## src/rtl/key_scan4x4.sv

```systemverilog
// ---------------------------------------------------------------------------
// key_scan4x4
//   Scans a 4x4 active-low matrix keypad one row at a time. It debounces
//   whole scan frames (four row dwells) and reports accepted keys as a
//   4-bit code with a one-clock valid strobe. The last key is also shown on
//   a seven-segment digit.
//
// Parameters
//   SCAN_DIV       clocks per row dwell (>= 4)
//   DEB_CNT        consecutive identical frames to accept a press/release (1..15)
//   REPEAT_FRAMES  frames between auto-repeat strobes (KEY_REPEAT_EN only)
//
// Optional feature macro
//   KEY_REPEAT_EN  when defined, a held key re-strobes key_valid every
//                  REPEAT_FRAMES frames; when undefined, one strobe per press.
//
// Ports
//   clk        system clock
//   rst_n      asynchronous active-low reset
//   col[3:0]   keypad columns, active low, externally pulled up (asynchronous)
//   row[3:0]   row drive, active-low one-hot
//   key_code   last accepted key, 4*row_index + col_index
//   key_valid  one-clock strobe per accepted key event
//   key_down   high while the accepted key is held
//   seg7[6:0]  active-low segments {g..a} showing key_code in hex
// ---------------------------------------------------------------------------
module key_scan4x4 #(
    parameter int SCAN_DIV      = 4096,
    parameter int DEB_CNT       = 4
`ifdef KEY_REPEAT_EN
   ,parameter int REPEAT_FRAMES = 64
`endif
) (
    input  logic       clk,
    input  logic       rst_n,
    input  logic [3:0] col,
    output logic [3:0] row,
    output logic [3:0] key_code,
    output logic       key_valid,
    output logic       key_down,
    output logic [6:0] seg7
);

    typedef enum logic [1:0] {IDLE, PRESS_CHK, HELD, RELEASE_CHK} state_t;
    typedef enum logic [1:0] {FR_NONE, FR_KEY, FR_MULTI} frame_t;

    localparam int              DIV_W    = (SCAN_DIV > 1) ? $clog2(SCAN_DIV) : 1;
    localparam logic [DIV_W-1:0] DIV_LAST = DIV_W'(SCAN_DIV - 1);
    localparam logic [3:0]      DEB      = 4'(DEB_CNT);

    // ------------------------------------------------------------------
    // Column synchronizer. Idle level is all-ones (pull-ups).
    // ------------------------------------------------------------------
    logic [3:0] col_s1, col_s2;

    // NOTE: sequential state uses non-blocking assignments so every flop
    // samples the pre-edge value of its neighbours.
    always_ff @(posedge clk or negedge rst_n) begin
        if (!rst_n) begin
            col_s1 <= 4'hF;
            col_s2 <= 4'hF;
        end else begin
            col_s1 <= col;
            col_s2 <= col_s1;
        end
    end

    // ------------------------------------------------------------------
    // Row dwell prescaler and row index
    // ------------------------------------------------------------------
    logic [DIV_W-1:0] div_q;
    logic [1:0]       r_q;
    logic             tick;
    logic             frame_end;

    assign tick      = (div_q == DIV_LAST);
    assign frame_end = tick && (r_q == 2'd3);
    assign row       = ~(4'b0001 << r_q);

    always_ff @(posedge clk or negedge rst_n) begin
        if (!rst_n) begin
            div_q <= '0;
            r_q   <= 2'd0;
        end else begin
            if (tick) begin
                div_q <= '0;
                r_q   <= r_q + 2'd1;
            end else begin
                div_q <= div_q + DIV_W'(1);
            end
        end
    end

    // ------------------------------------------------------------------
    // Hit detection for the current row and frame accumulation.
    // Hit counts saturate at 2: anything beyond one hit is MULTI.
    // ------------------------------------------------------------------
    logic [1:0] row_hits;
    logic [1:0] row_col;

    // NOTE: every combinational output gets a default first so no path
    // leaves it unassigned, which would infer a latch.
    always_comb begin
        row_hits = 2'd0;
        row_col  = 2'd0;
        for (int c = 0; c < 4; c++) begin
            if (!col_s2[c]) begin
                if (row_hits != 2'd2) row_hits = row_hits + 2'd1;
                row_col = 2'(c);
            end
        end
    end

    logic [1:0] acc_hits;
    logic [3:0] acc_code;
    logic [2:0] hit_sum;
    logic [1:0] frame_hits;
    logic [3:0] frame_code;
    frame_t     frame_res;

    // Running result including the row sampled on this tick.
    assign hit_sum    = {1'b0, acc_hits} + {1'b0, row_hits};
    assign frame_hits = (hit_sum >= 3'd2) ? 2'd2 : hit_sum[1:0];
    assign frame_code = (acc_hits != 2'd0) ? acc_code : {r_q, row_col};

    always_comb begin
        case (frame_hits)
            2'd0:    frame_res = FR_NONE;
            2'd1:    frame_res = FR_KEY;
            default: frame_res = FR_MULTI;
        endcase
    end

    always_ff @(posedge clk or negedge rst_n) begin
        if (!rst_n) begin
            acc_hits <= 2'd0;
            acc_code <= 4'd0;
        end else if (tick) begin
            if (r_q == 2'd3) begin
                acc_hits <= 2'd0;
                acc_code <= 4'd0;
            end else begin
                acc_hits <= frame_hits;
                acc_code <= frame_code;
            end
        end
    end

    // ------------------------------------------------------------------
    // Frame-level debounce FSM
    // ------------------------------------------------------------------
    state_t     state_q, state_n;
    logic [3:0] cand_q, cand_n;
    logic [3:0] cnt_q, cnt_n;
    logic [3:0] code_n;
    logic       valid_n;
    logic       shown_q, shown_n;
    logic [3:0] cnt_sat;
    logic       is_cand;

    assign cnt_sat = (cnt_q >= DEB) ? DEB : cnt_q + 4'd1;
    assign is_cand = (frame_res == FR_KEY) && (frame_code == cand_q);

`ifdef KEY_REPEAT_EN
    localparam int             REP_W    = $clog2(REPEAT_FRAMES + 1);
    localparam logic [REP_W-1:0] REP_LAST = REP_W'(REPEAT_FRAMES);
    logic [REP_W-1:0] rep_q, rep_n, rep_inc;
    assign rep_inc = rep_q + REP_W'(1);
`endif

    always_comb begin
        state_n = state_q;
        cand_n  = cand_q;
        cnt_n   = cnt_q;
        code_n  = key_code;
        valid_n = 1'b0;
        shown_n = shown_q;
`ifdef KEY_REPEAT_EN
        rep_n   = rep_q;
`endif
        if (frame_end) begin
            case (state_q)
                IDLE: begin
                    if (frame_res == FR_KEY) begin
                        cand_n = frame_code;
                        cnt_n  = 4'd1;
                        if (DEB == 4'd1) begin
                            state_n = HELD;
                            code_n  = frame_code;
                            valid_n = 1'b1;
                            shown_n = 1'b1;
                        end else begin
                            state_n = PRESS_CHK;
                        end
                    end
                end
                PRESS_CHK: begin
                    if (is_cand) begin
                        cnt_n = cnt_sat;
                        if (cnt_sat == DEB) begin
                            state_n = HELD;
                            code_n  = cand_q;
                            valid_n = 1'b1;
                            shown_n = 1'b1;
                        end
                    end else if (frame_res == FR_KEY) begin
                        cand_n = frame_code;
                        cnt_n  = 4'd1;
                    end else begin
                        state_n = IDLE;
                        cnt_n   = 4'd0;
                    end
                end
                HELD: begin
                    if (is_cand) begin
`ifdef KEY_REPEAT_EN
                        if (rep_inc == REP_LAST) begin
                            valid_n = 1'b1;
                            rep_n   = '0;
                        end else begin
                            rep_n   = rep_inc;
                        end
`endif
                    end else begin
                        // A different key or MULTI counts as a release frame.
                        cnt_n   = 4'd1;
                        state_n = (DEB == 4'd1) ? IDLE : RELEASE_CHK;
                    end
                end
                RELEASE_CHK: begin
                    if (is_cand) begin
                        state_n = HELD;
                    end else begin
                        cnt_n = cnt_sat;
                        if (cnt_sat == DEB) state_n = IDLE;
                    end
                end
                default: state_n = IDLE;
            endcase
        end
`ifdef KEY_REPEAT_EN
        if (state_n != HELD) rep_n = '0;
`endif
    end

    always_ff @(posedge clk or negedge rst_n) begin
        if (!rst_n) begin
            state_q   <= IDLE;
            cand_q    <= 4'd0;
            cnt_q     <= 4'd0;
            key_code  <= 4'd0;
            key_valid <= 1'b0;
            key_down  <= 1'b0;
            shown_q   <= 1'b0;
`ifdef KEY_REPEAT_EN
            rep_q     <= '0;
`endif
        end else begin
            state_q   <= state_n;
            cand_q    <= cand_n;
            cnt_q     <= cnt_n;
            key_code  <= code_n;
            key_valid <= valid_n;
            key_down  <= (state_n == HELD) || (state_n == RELEASE_CHK);
            shown_q   <= shown_n;
`ifdef KEY_REPEAT_EN
            rep_q     <= rep_n;
`endif
        end
    end

    // ------------------------------------------------------------------
    // Seven-segment display, registered one clock behind key_code.
    // ------------------------------------------------------------------
    function automatic logic [6:0] hex_font(input logic [3:0] v);
        case (v)
            4'h0: hex_font = 7'h3F;
            4'h1: hex_font = 7'h06;
            4'h2: hex_font = 7'h5B;
            4'h3: hex_font = 7'h4F;
            4'h4: hex_font = 7'h66;
            4'h5: hex_font = 7'h6D;
            4'h6: hex_font = 7'h7D;
            4'h7: hex_font = 7'h07;
            4'h8: hex_font = 7'h7F;
            4'h9: hex_font = 7'h6F;
            4'hA: hex_font = 7'h77;
            4'hB: hex_font = 7'h7C;
            4'hC: hex_font = 7'h39;
            4'hD: hex_font = 7'h5E;
            4'hE: hex_font = 7'h79;
            default: hex_font = 7'h71;
        endcase
    endfunction

    always_ff @(posedge clk or negedge rst_n) begin
        if (!rst_n) begin
            seg7 <= 7'h7F;
        end else begin
            seg7 <= shown_q ? ~hex_font(key_code) : 7'h7F;
        end
    end

endmodule

```

## config.mk

```make
export PLATFORM = sky130hd
export DESIGN_NAME = key_scan4x4
export DESIGN_NICKNAME = d
export VERILOG_FILES = /design/src/rtl/key_scan4x4.sv
export SDC_FILE = /design/constraint.sdc
export NUM_CORES = 1
export LEC_CHECK = 0
export CORE_MARGIN = 3
export CORE_UTILIZATION = 64
export CTS_BUF_LIST = sky130_fd_sc_hd__clkbuf_8
export CTS_CLUSTER_SIZE = 28
export DETAILED_ROUTE_END_ITERATION = 8
export GPL_TIMING_DRIVEN = 0
export HOLD_SLACK_MARGIN = 0.06
export PLACE_DENSITY = 0.87
export SYNTH_ARGS = -nofsm -noshare
export SYNTH_HDL_FRONTEND = slang
export SYNTH_SLANG_ARGS = --single-unit
```

## constraint.sdc

```tcl
create_clock -name clk -period 9.65 [get_ports clk]
set_clock_uncertainty 0.2 [all_clocks]
set_input_delay 0.965 -clock clk [delete_from_list [all_inputs] [get_ports clk]]
set_output_delay 0.965 -clock clk [all_outputs]
set_load 0.05 [all_outputs]
```

==> results of run 1 <==
[worst register-to-register path, cell delays in order (launching register included)]
cell       delay [ns]
dfstp_2          0.54
inv_1            0.04
ha_1             0.28
mux2i_1          0.19
ha_1             0.17
nor2_1           0.04
a21oi_1          0.15
ha_1             0.17
inv_1            0.05
fa_1             0.51
nand3_1          0.24
a2111oi_4        0.53
mux2_2           0.39
[per-stage QoR]
stage | instance area (um2) | utilization (%) | total power (uW) | worst slack, ns
5_1_grt | 2990 | 78.7 | 369 | 5.74
4_1_cts | 2990 | 78.7 | 358 | 6.02
6_report | 2990 | 78.7 | 354 | 6.07
2_1_floorplan | 2610 | - | 236 | 6.32
3_5_place_dp | 2910 | 76.5 | 245 | 6.03
3_3_place_gp | 2890 | 76.1 | 243 | 6.00
[cell usage after synthesis, drive strengths merged (2+ instances only)]
cell	count
a22o	5
and3b	2
clkbuf	4
nor3	3
a21boi	3
o311ai	3
xor2	7
dfrtp	37
mux2i	6
nand3	9
inv	17
o22ai	2
or3b	2
dfstp	15
and3	8
xnor2	6
a211oi	2
nor2b	3
a21oi	3
nor2	18
mux2	9
nand2b	4
ha	15
o21ai	11
o211ai	4
nand2	19
[cells in the final DEF (no fill, tap or decap), types with 2 or more instances in the layout]
master | Yosys | layout
a211oi_1 | 2 | 2
a21boi_0 | 3 | 3
a21oi_1 | 3 | 3
a22o_1 | 5 | 5
and3_1 | 8 | 8
and3b_1 | 2 | 2
clkbuf_1 | 4 | 4
clkbuf_8 | 0 | 5
clkdlybuf4s50_1 | 0 | 21
dfrtp_1 | 37 | 37
dfstp_2 | 15 | 15
ha_1 | 15 | 15
inv_1 | 17 | 19
mux2_2 | 9 | 9
mux2i_1 | 6 | 6
nand2_1 | 19 | 19
nand2b_1 | 4 | 4
nand3_1 | 9 | 9
nor2_1 | 17 | 17
nor2b_1 | 3 | 3
nor3_1 | 2 | 2
o211ai_1 | 4 | 4
o21ai_0 | 11 | 11
o311ai_0 | 3 | 3
or3b_1 | 2 | 2
xnor2_1 | 6 | 6
xor2_1 | 7 | 7
[power groups by stage]
stage	clock network (uW)	logic, uW	registers [uW]
after floorplan	0	9.62	226
after global placement	0	17.4	226
after detailed placement	0	18.7	226
after CTS	117	18.7	222
after global routing	126	21.3	222
final	113	18.2	222
[layout make-up]
type	instances	area [um2]	share of cell area (%)
timing repair buffer	23	235	7.87
clock inverter	3	12.5	0.419
buffer	4	15.0	0.503
inverter	17	63.8	2.14
tap	48	60.1	2.01
clock buffer	5	68.8	2.30
sequential	52	1320	44.2
multi-input combinational	160	1210	40.6
[registers in the layout (all words and copies together), names as in the netlist]
signal     cells
col_s2         4
cnt_q          4
key_code       4
acc_code       4
div_q         12
cand_q         4
seg7           7
key_down       1
key_valid      1
shown_q        1
state_q        2
col_s1         4
r_q            2
acc_hits       2
[path summary, 6_finish.rpt]
kind	startpoint	end	depth (start not counted)
min in group asynchronous	rst_n	key_code[2]	1
worst max register to register	col_s2[0]	cand_q[2]	12
max in group asynchronous	rst_n	col_s2[1]	2
worst max-delay path	col_s2[0]	cand_q[2]	12
worst min register to register	col_s1[3]	col_s2[3]	0
worst min-delay path	col_s1[3]	col_s2[3]	0
[cell families (layout without fill, tap and decap cells)]
group,after synthesis,count (layout),share of synthesized area (%)
AO/OA/AOI/OAI,40,40,11.6
XOR/XNOR,13,13,4.36
adder cells (fa/ha/maj),16,16,7.95
buffers and inverters,21,52,3.02
flip-flops,52,52,50.6
multiplexers,16,16,7.04
AND/OR/NAND/NOR,75,75,15.4
[routing by layer]
layer  vias to the layer above  share of wire [%]
met2                        40                 51
met3                        12                3.3
met4                         0                2.0
met5                         -                  0
li1                        872                  -
met1                       866                 43
==> out/qor.csv, run 1 <==
stage;metric;value;unit
floorplan;start_util;68.7;%
timing;hold_ws;0.157;ns
critical_path;cp_top_family;adder cells;
synth;synth_top_area_share;35.5;%
synth;avgSynthCellArea;11.2;um2
routing;wl;4330;um
cts;clock_latency;0.30;ns
cells_and_area;diodes;0;
global_route;grt_pass1_vias;1885;
cells_and_area;area_growth;14.4;%
critical_path;cp_common_cell;ha_1;
critical_path;path_buf_inv;2;
pwr;p_per_area;118;nW/um2
timing;rsz0062_at_grt;false;
routing;drc;0;
global_route;grt_use_met2;35.9;%
synth;ys_ff_latch;52;
critical_path;slowest_delay;0.54;ns
cts;clockBufferDepth;2;
pwr;ir_worst_vdd;109;uV
placed_design;port-buffer-count;22;
critical_path;r2r_slack;6.07;ns
status;status;finished clean;
cts;cts_tree;yes;
global_route;antenna_found_initial;0;
pwr;p_leak;0.00134;uW
critical_path;startpoint_type;flip-flop;
cts;numCtsBuffers;5;
floorplan;die-area;4880;um2
placed_design;dp.cells;304;
placed_design;gp_congestion;0.869;
cts;cts_sinks;52;
cells_and_area;final_layout_size_suffix_gt1_share;14.4;%
pwr;seq_power_share;62.8;%
synth;yosys_warnings;0;
timing;slew_viol_final;0;
global_route;grt_use_met3;3.88;%
critical_path;cp_max_fo;4;
synth;ys.flop_type;dfrtp_1;
synth;syn_nets;255;
global_route;grt_usage;20.2;%
global_route;grt_max_degree;33;
floorplan;coreArea;3800;um2
routing;vias_per_cell;5.74;
routing;firstDrtPassIters;4;
global_route;gr-total-overflow;0;
cells_and_area;nNetsFinal;285;
global_route;grt_pass1_wl;8000;um
routing;dr.first_iter.drc_count;122;
pwr;p_int;277;uW
timing;fmaxAchievable;0.279;GHz
routing;wire_per_inst;13.9;um
critical_path;arrival;3.57;ns
cells_and_area;final_cells;312;
pwr;combinationalPowerShare;5.1;%
cells_and_area;nFillCells;280;
critical_path;cp.required;9.64;ns
routing;vias;1790;
critical_path;crit_path_end_kind;flip-flop;
synth;synth.area.top_cells;dfrtp_1, dfstp_2, ha_1;
floorplan;die_w;69.9;um
synth;yosysTopAreaCell;dfrtp_1;
timing;setup_viol;0;
timing;fin_tns_setup;0;ns
synth;postSynthCellCount;233;
pwr;clockPowerShare;32.1;%
critical_path;crit_type;flip-flop to flip-flop;
synth;yosys.cell_types.count;45;
pwr;switching_share;21.8;%
floorplan;io_pins;23;
timing;worst_slew_pin_slew;0.499;ns
pwr;power.switching;77.0;uW
cts;h-tree-depth;2;
timing;maxSlewHeadroom;66.5;%
placed_design;dp_hpwl;3340;um
synth;async_flop_share;100;%
timing;hold_viol;0;
floorplan;row_count;22;
cts;postCtsHoldBufs;0;
timing;fin_crit;3.58;ns
cts;cts_root_buffer;clkbuf_8;
floorplan;fp.dieH;69.9;um
routing;ant_nets;0;
job;max_cap_violations;0;
timing;fin_crit_sh;37.1;%
global_route;grt_busiest_layer;met2;
critical_path;cp_slowest_cell;dfstp_2;
synth;yosysSeqAreaShare;50.6;%
synth;synth_edf_count;0;
synth;syn_area;2610;um2
critical_path;worstPathCellList;inv_1, ha_1, mux2i_1, ha_1, nor2_1, a21oi_1, ha_1, inv_1, fa_1, nand3_1, a2111oi_4, mux2_2;
global_route;gr-usage-met1;24.1;%
cts;cts_setup_buffers;0;
cts;cts.repair.resized;0;
hold_path;hold_class;flip-flop to flip-flop;
cts;path_clk_slew;0.09;ns
(Power assumes the default switching activity.)
==> run 2, diff against run 1 <==
--- a/config.mk
+++ b/config.mk
@@ -6,13 +6,13 @@
 export NUM_CORES = 1
 export LEC_CHECK = 0
 export CORE_MARGIN = 3
-export CORE_UTILIZATION = 64
+export CORE_UTILIZATION = 59
 export CTS_BUF_LIST = sky130_fd_sc_hd__clkbuf_8
 export CTS_CLUSTER_SIZE = 28
 export DETAILED_ROUTE_END_ITERATION = 8
 export GPL_TIMING_DRIVEN = 0
 export HOLD_SLACK_MARGIN = 0.06
-export PLACE_DENSITY = 0.87
+export PLACE_DENSITY = 0.81
 export SYNTH_ARGS = -nofsm -noshare
 export SYNTH_HDL_FRONTEND = slang
 export SYNTH_SLANG_ARGS = --single-unit
==> constraint.sdc (replaced) <==
create_clock -name clk -period 3.7 [get_ports clk]
set_clock_uncertainty 0.2 [all_clocks]
set_input_delay 0.37 -clock clk [delete_from_list [all_inputs] [get_ports clk]]
set_output_delay 0.37 -clock clk [all_outputs]
set_load 0.05 [all_outputs]
==> out/qor.csv, run 2 (synthesis gave the netlist of run 1 again) <==
stage;metric;value;unit
cells_and_area;reg_top3;div_q x12, seg7 x7;
timing;hold_ws;0.159;ns
critical_path;arrival;3.44;ns
cells_and_area;fin_area;3020;um2
pwr;power;951;uW
timing;setup_viol;0;
critical_path;cp_max_fo;9;
pwr;combinationalPowerShare;5.1;%
routing;vias;1789;
critical_path;startpoint_type;flip-flop;
placed_design;placed_cell_area;2910;um2
global_route;antenna_found_initial;0;
global_route;grt_usage;17.9;%
pwr;switching_share;21.9;%
routing;dr.first_iter.drc_count;90;
timing;fin_crit_sh;93.5;%
floorplan;start_util;63.0;%
timing;fin_crit;3.46;ns
cells_and_area;top_register;div_q;
cts;clockBufferDepth;2;
placed_design;port-buffer-count;22;
job;max_cap_violations;0;
cells_and_area;diodes;0;
cells_and_area;final_cell_mix;dfrtp_1, clkdlybuf4s50_1, inv_1, nand2_1, nor2_1;
cts;clock_latency;0.30;ns
placed_design;gp_congestion;0.787;
placed_design;dp_hpwl;3320;um
cts;numCtsBuffers;5;
critical_path;crit_type;flip-flop to flip-flop;
pwr;ir_worst_vdd;244;uV
cells_and_area;final_common_cell;dfrtp_1;
routing;ant_nets;0;
global_route;grt_pass1_wl;7400;um
routing;wl;4340;um
timing;worst_slew_pin_slew;0.606;ns
timing;slew_viol_final;0;
pwr;power.switching;208;uW
cells_and_area;nNetsFinal;287;
cts;cts_root_buffer;clkbuf_8;
pwr;clockPowerShare;33.9;%
hold_path;hold_class;flip-flop to flip-flop;
floorplan;coreArea;4140;um2
pwr;p_int;743;uW
cts;path_clk_slew;0.09;ns
status;status;finished clean;
pwr;p_per_area;315;nW/um2
critical_path;crit_path_end_kind;flip-flop;
timing;fmaxAchievable;0.289;GHz
floorplan;io_pins;23;
timing;hold_viol;0;
cts;cts_sinks;52;
routing;drc;0;
critical_path;cp.required;3.68;ns
floorplan;die-area;5260;um2
global_route;gr-total-overflow;0;
routing;firstDrtPassIters;4;
cts;cts_tree;yes;
timing;rsz0062_at_grt;false;
timing;maxSlewHeadroom;59.4;%
cts;h-tree-depth;2;
floorplan;fp.dieH;72.5;um
cells_and_area;largest_reg_flops;12;
global_route;grt_pass1_vias;1766;
cells_and_area;final_layout_size_suffix_gt1_share;15.0;%
floorplan;die_w;72.5;um
routing;wire_per_inst;13.7;um
timing;fin_tns_setup;0;ns
pwr;seq_power_share;60.9;%
floorplan;row_count;23;
routing;vias_per_cell;5.66;
pwr;p_leak;0.00135;uW
global_route;grt_max_degree;36;
cells_and_area;area_growth;15.7;%
==> run 2: critical path, stage by stage, from the launching register on <==
cell and delay [ns]:
dfstp_2 0.54, inv_1 0.04, ha_1 0.28, mux2i_1 0.19, ha_1 0.17, nor2_1 0.04
a21oi_1 0.15, ha_1 0.17, inv_1 0.04, fa_1 0.53, nand3_2 0.17, nor4_4 0.40
a211oi_1 0.26, a2bb2oi_1 0.18
==> run 2: metal layers <==
metal	GRT usage [%]	up-vias	wire [um]
met5	0	-	0
met2	30.4	34	2150
met4	6.56	0	50
met1	22.1	876	1960
met3	4.29	5	188
li1	-	874	-
==> run 2: cell type report <==
class                   instances  area (um2)
inverters                      17        63.8
flip-flops and latches         52        1320
multi-input cells             160        1220
fillers                       311        1120
plain buffers                   4        15.0
clock inverters                 2        7.51
well taps                      50        62.6
clock buffers                   6        82.6
repair buffers                 25         253
==> run 2: path summary, 6_finish.rpt <==
kind                            from  slack (ns)        end  cells after the start
max reg2reg                col_s2[0]        0.24   cnt_q[0]                     13
min                        col_s1[2]        0.16  col_s2[2]                      0
max                        col_s2[0]        0.24   cnt_q[0]                     13
max in group asynchronous      rst_n        2.39  col_s2[0]                      3
min reg2reg                col_s1[2]        0.16  col_s2[2]                      0
min in group asynchronous      rst_n        0.33   cnt_q[2]                      2
==> run 2: metrics by stage <==
| stage | utilization, % | setup slack [ns] | instances |
|---|---|---|---|
| finish | 72.9 | 0.241 | 316 |
| global route | 72.9 | 0.0197 | 316 |
| CTS | 72.6 | 0.0613 | 315 |
| detailed placement | 70.2 | 0.0690 | 306 |
| global placement | 69.8 | 0.107 | 305 |
| floorplan | - | 0.369 | 233 |
==> run 2: power groups by stage <==
stage / Sequential [uW] / Combinational (uW) / Clock [uW]
2_1_floorplan: 589 / 25.1 / 0
3_3_place_gp: 590 / 45.6 / 0
3_5_place_dp: 590 / 48.7 / 0
4_1_cts: 579 / 49.7 / 325
5_1_grt: 580 / 56.0 / 351
6_report: 579 / 48.7 / 323
==> run 2: what timing repair did <==
| action | 4_1_cts | 5_1_grt |
|---|---|---|
| setup endpoints to repair | 0 | 11 |
| endpoints found under the hold margin | 17 | 0 |
| hold buffers | 1 | 0 |
| resized for setup | 0 | 1 |
| setup buffers | 0 | 1 |
==> run 3, diff against run 2 <==
--- a/config.mk
+++ b/config.mk
@@ -5,6 +5,7 @@
 export SDC_FILE = /design/constraint.sdc
 export NUM_CORES = 1
 export LEC_CHECK = 0
+export CORE_ASPECT_RATIO = 0.8
 export CORE_MARGIN = 3
 export CORE_UTILIZATION = 59
 export CTS_BUF_LIST = sky130_fd_sc_hd__clkbuf_8
==> out/qor.csv, run 3 (synthesis gave the netlist of run 1 again) <==
stage;metric;value;unit
critical_path;cp_max_fo;7;
routing;ant_nets;0;
cts;clock_latency;0.32;ns
global_route;gr-total-overflow;0;
routing;dr.first_iter.drc_count;154;
routing;wl;4620;um
global_route;grt_pass1_vias;1670;
placed_design;port-buffer-count;22;
timing;setup_viol;0;
timing;worst_slew_pin_slew;0.503;ns
timing;hold_viol;0;
critical_path;arrival;3.52;ns
routing;vias_per_cell;5.54;
cts;cts_root_buffer;clkbuf_8;
cells_and_area;reg_top3;div_q x12, seg7 x7;
routing;wire_per_inst;14.3;um
global_route;grt_pass1_wl;7650;um
timing;slew_viol_final;0;
critical_path;startpoint_type;flip-flop;
cts;cts_tree;yes;
placed_design;dp_hpwl;3260;um
timing;hold_ws;0.159;ns
cells_and_area;area_growth;17.4;%
routing;firstDrtPassIters;4;
placed_design;placed_cell_area;2920;um2
routing;vias;1788;
cells_and_area;nNetsFinal;289;
critical_path;crit_type;flip-flop to flip-flop;
pwr;ir_worst_vdd;263;uV
timing;fmaxAchievable;0.287;GHz
timing;fin_tns_setup;0;ns
cells_and_area;final_common_cell;dfrtp_1;
timing;fin_crit_sh;94.1;%
floorplan;start_util;64.8;%
floorplan;die_w;80.4;um
floorplan;coreArea;4030;um2
job;max_cap_violations;0;
cells_and_area;largest_reg_flops;12;
cts;path_clk_slew;0.09;ns
floorplan;row_count;20;
cells_and_area;final_cell_mix;dfrtp_1, clkdlybuf4s50_1, nand2_1;
cells_and_area;final_layout_size_suffix_gt1_share;16.8;%
timing;maxSlewHeadroom;66.3;%
status;status;finished clean;
critical_path;crit_path_end_kind;flip-flop;
cts;clockBufferDepth;2;
floorplan;io_pins;23;
global_route;grt_max_degree;35;
global_route;grt_usage;19.0;%
hold_path;hold_class;flip-flop to flip-flop;
cts;cts_sinks;52;
pwr;p_leak;0.00136;uW
routing;drc;0;
cells_and_area;diodes;0;
cells_and_area;fin_area;3070;um2
pwr;p_per_area;333;nW/um2
timing;fin_crit;3.48;ns
global_route;antenna_found_initial;0;
cells_and_area;top_register;div_q;
cells_and_area;fin_util;76.1;%
placed_design;gp_congestion;0.907;
cts;numCtsBuffers;5;
floorplan;fp.dieH;65.5;um
floorplan;die-area;5270;um2
critical_path;cp.required;3.74;ns
cts;h-tree-depth;2;
run 3: layer usage:
metal	vias up	GRT usage, %	wire length [um]
met5	-	0	0
met4	0	8.02	65
met3	4	4.38	199
met2	43	26.5	2060
met1	857	28.4	2290
li1	884	-	-
run 3: path summary, 6_finish.rpt:
check	from	end	slack (ns)	cells after the start
hold reg to reg	col_s1[0]	col_s2[0]	0.16	0
hold / removal	col_s1[0]	col_s2[0]	0.16	0
setup / recovery	col_s2[0]	cnt_q[0]	0.22	14
min in group asynchronous	rst_n	div_q[8]	0.31	2
max in group asynchronous	rst_n	col_s1[1]	2.40	3
setup reg to reg	col_s2[0]	cnt_q[0]	0.22	14
run 3: power by group:
part	internal, uW	switching (uW)	total [uW]	leakage, uW
registers	576	3.23	580	0.000660
clock network	200	193	393	0.0000541
logic	19.3	31.0	50.3	0.000649
run 3: cell type report:
cell class                 instances  area (um2)
sequential                        52        1320
multi-input combinational        160        1220
fill                             268         962
timing repair buffer              27         268
clock buffer                       5        68.8
tap                               55        68.8
inverter                          17        63.8
clock inverter                     3        42.5
buffer                             4        15.0
run 3: per-stage QoR:
step	setup WS (ns)	cells	total power, uW
floorplan	0.369	233	614
global placement	0.154	310	635
finish	0.218	323	1020
detailed placement	0.126	311	639
global route	-0.0406	323	1060
CTS	0.110	320	1030
run 3: repair_timing:
item	4_1_cts	5_1_grt
hold endpoints to repair	13	0
gates resized for setup	0	2
endpoints found under the setup margin	0	10
setup buffers	0	3
hold buffers	1	0
run 3: worst max-delay path, cell delays in order, from the launching register on:
cell and delay (ns):
dfstp_2 0.54, inv_1 0.04, ha_1 0.28, mux2i_1 0.21, ha_1 0.19, nor2_1 0.04
a21oi_1 0.11, ha_1 0.15, inv_1 0.05, fa_1 0.51, nand3_1 0.24, nor4_4 0.36
buf_4 0.21, a221oi_1 0.09, a2bb2oi_1 0.18
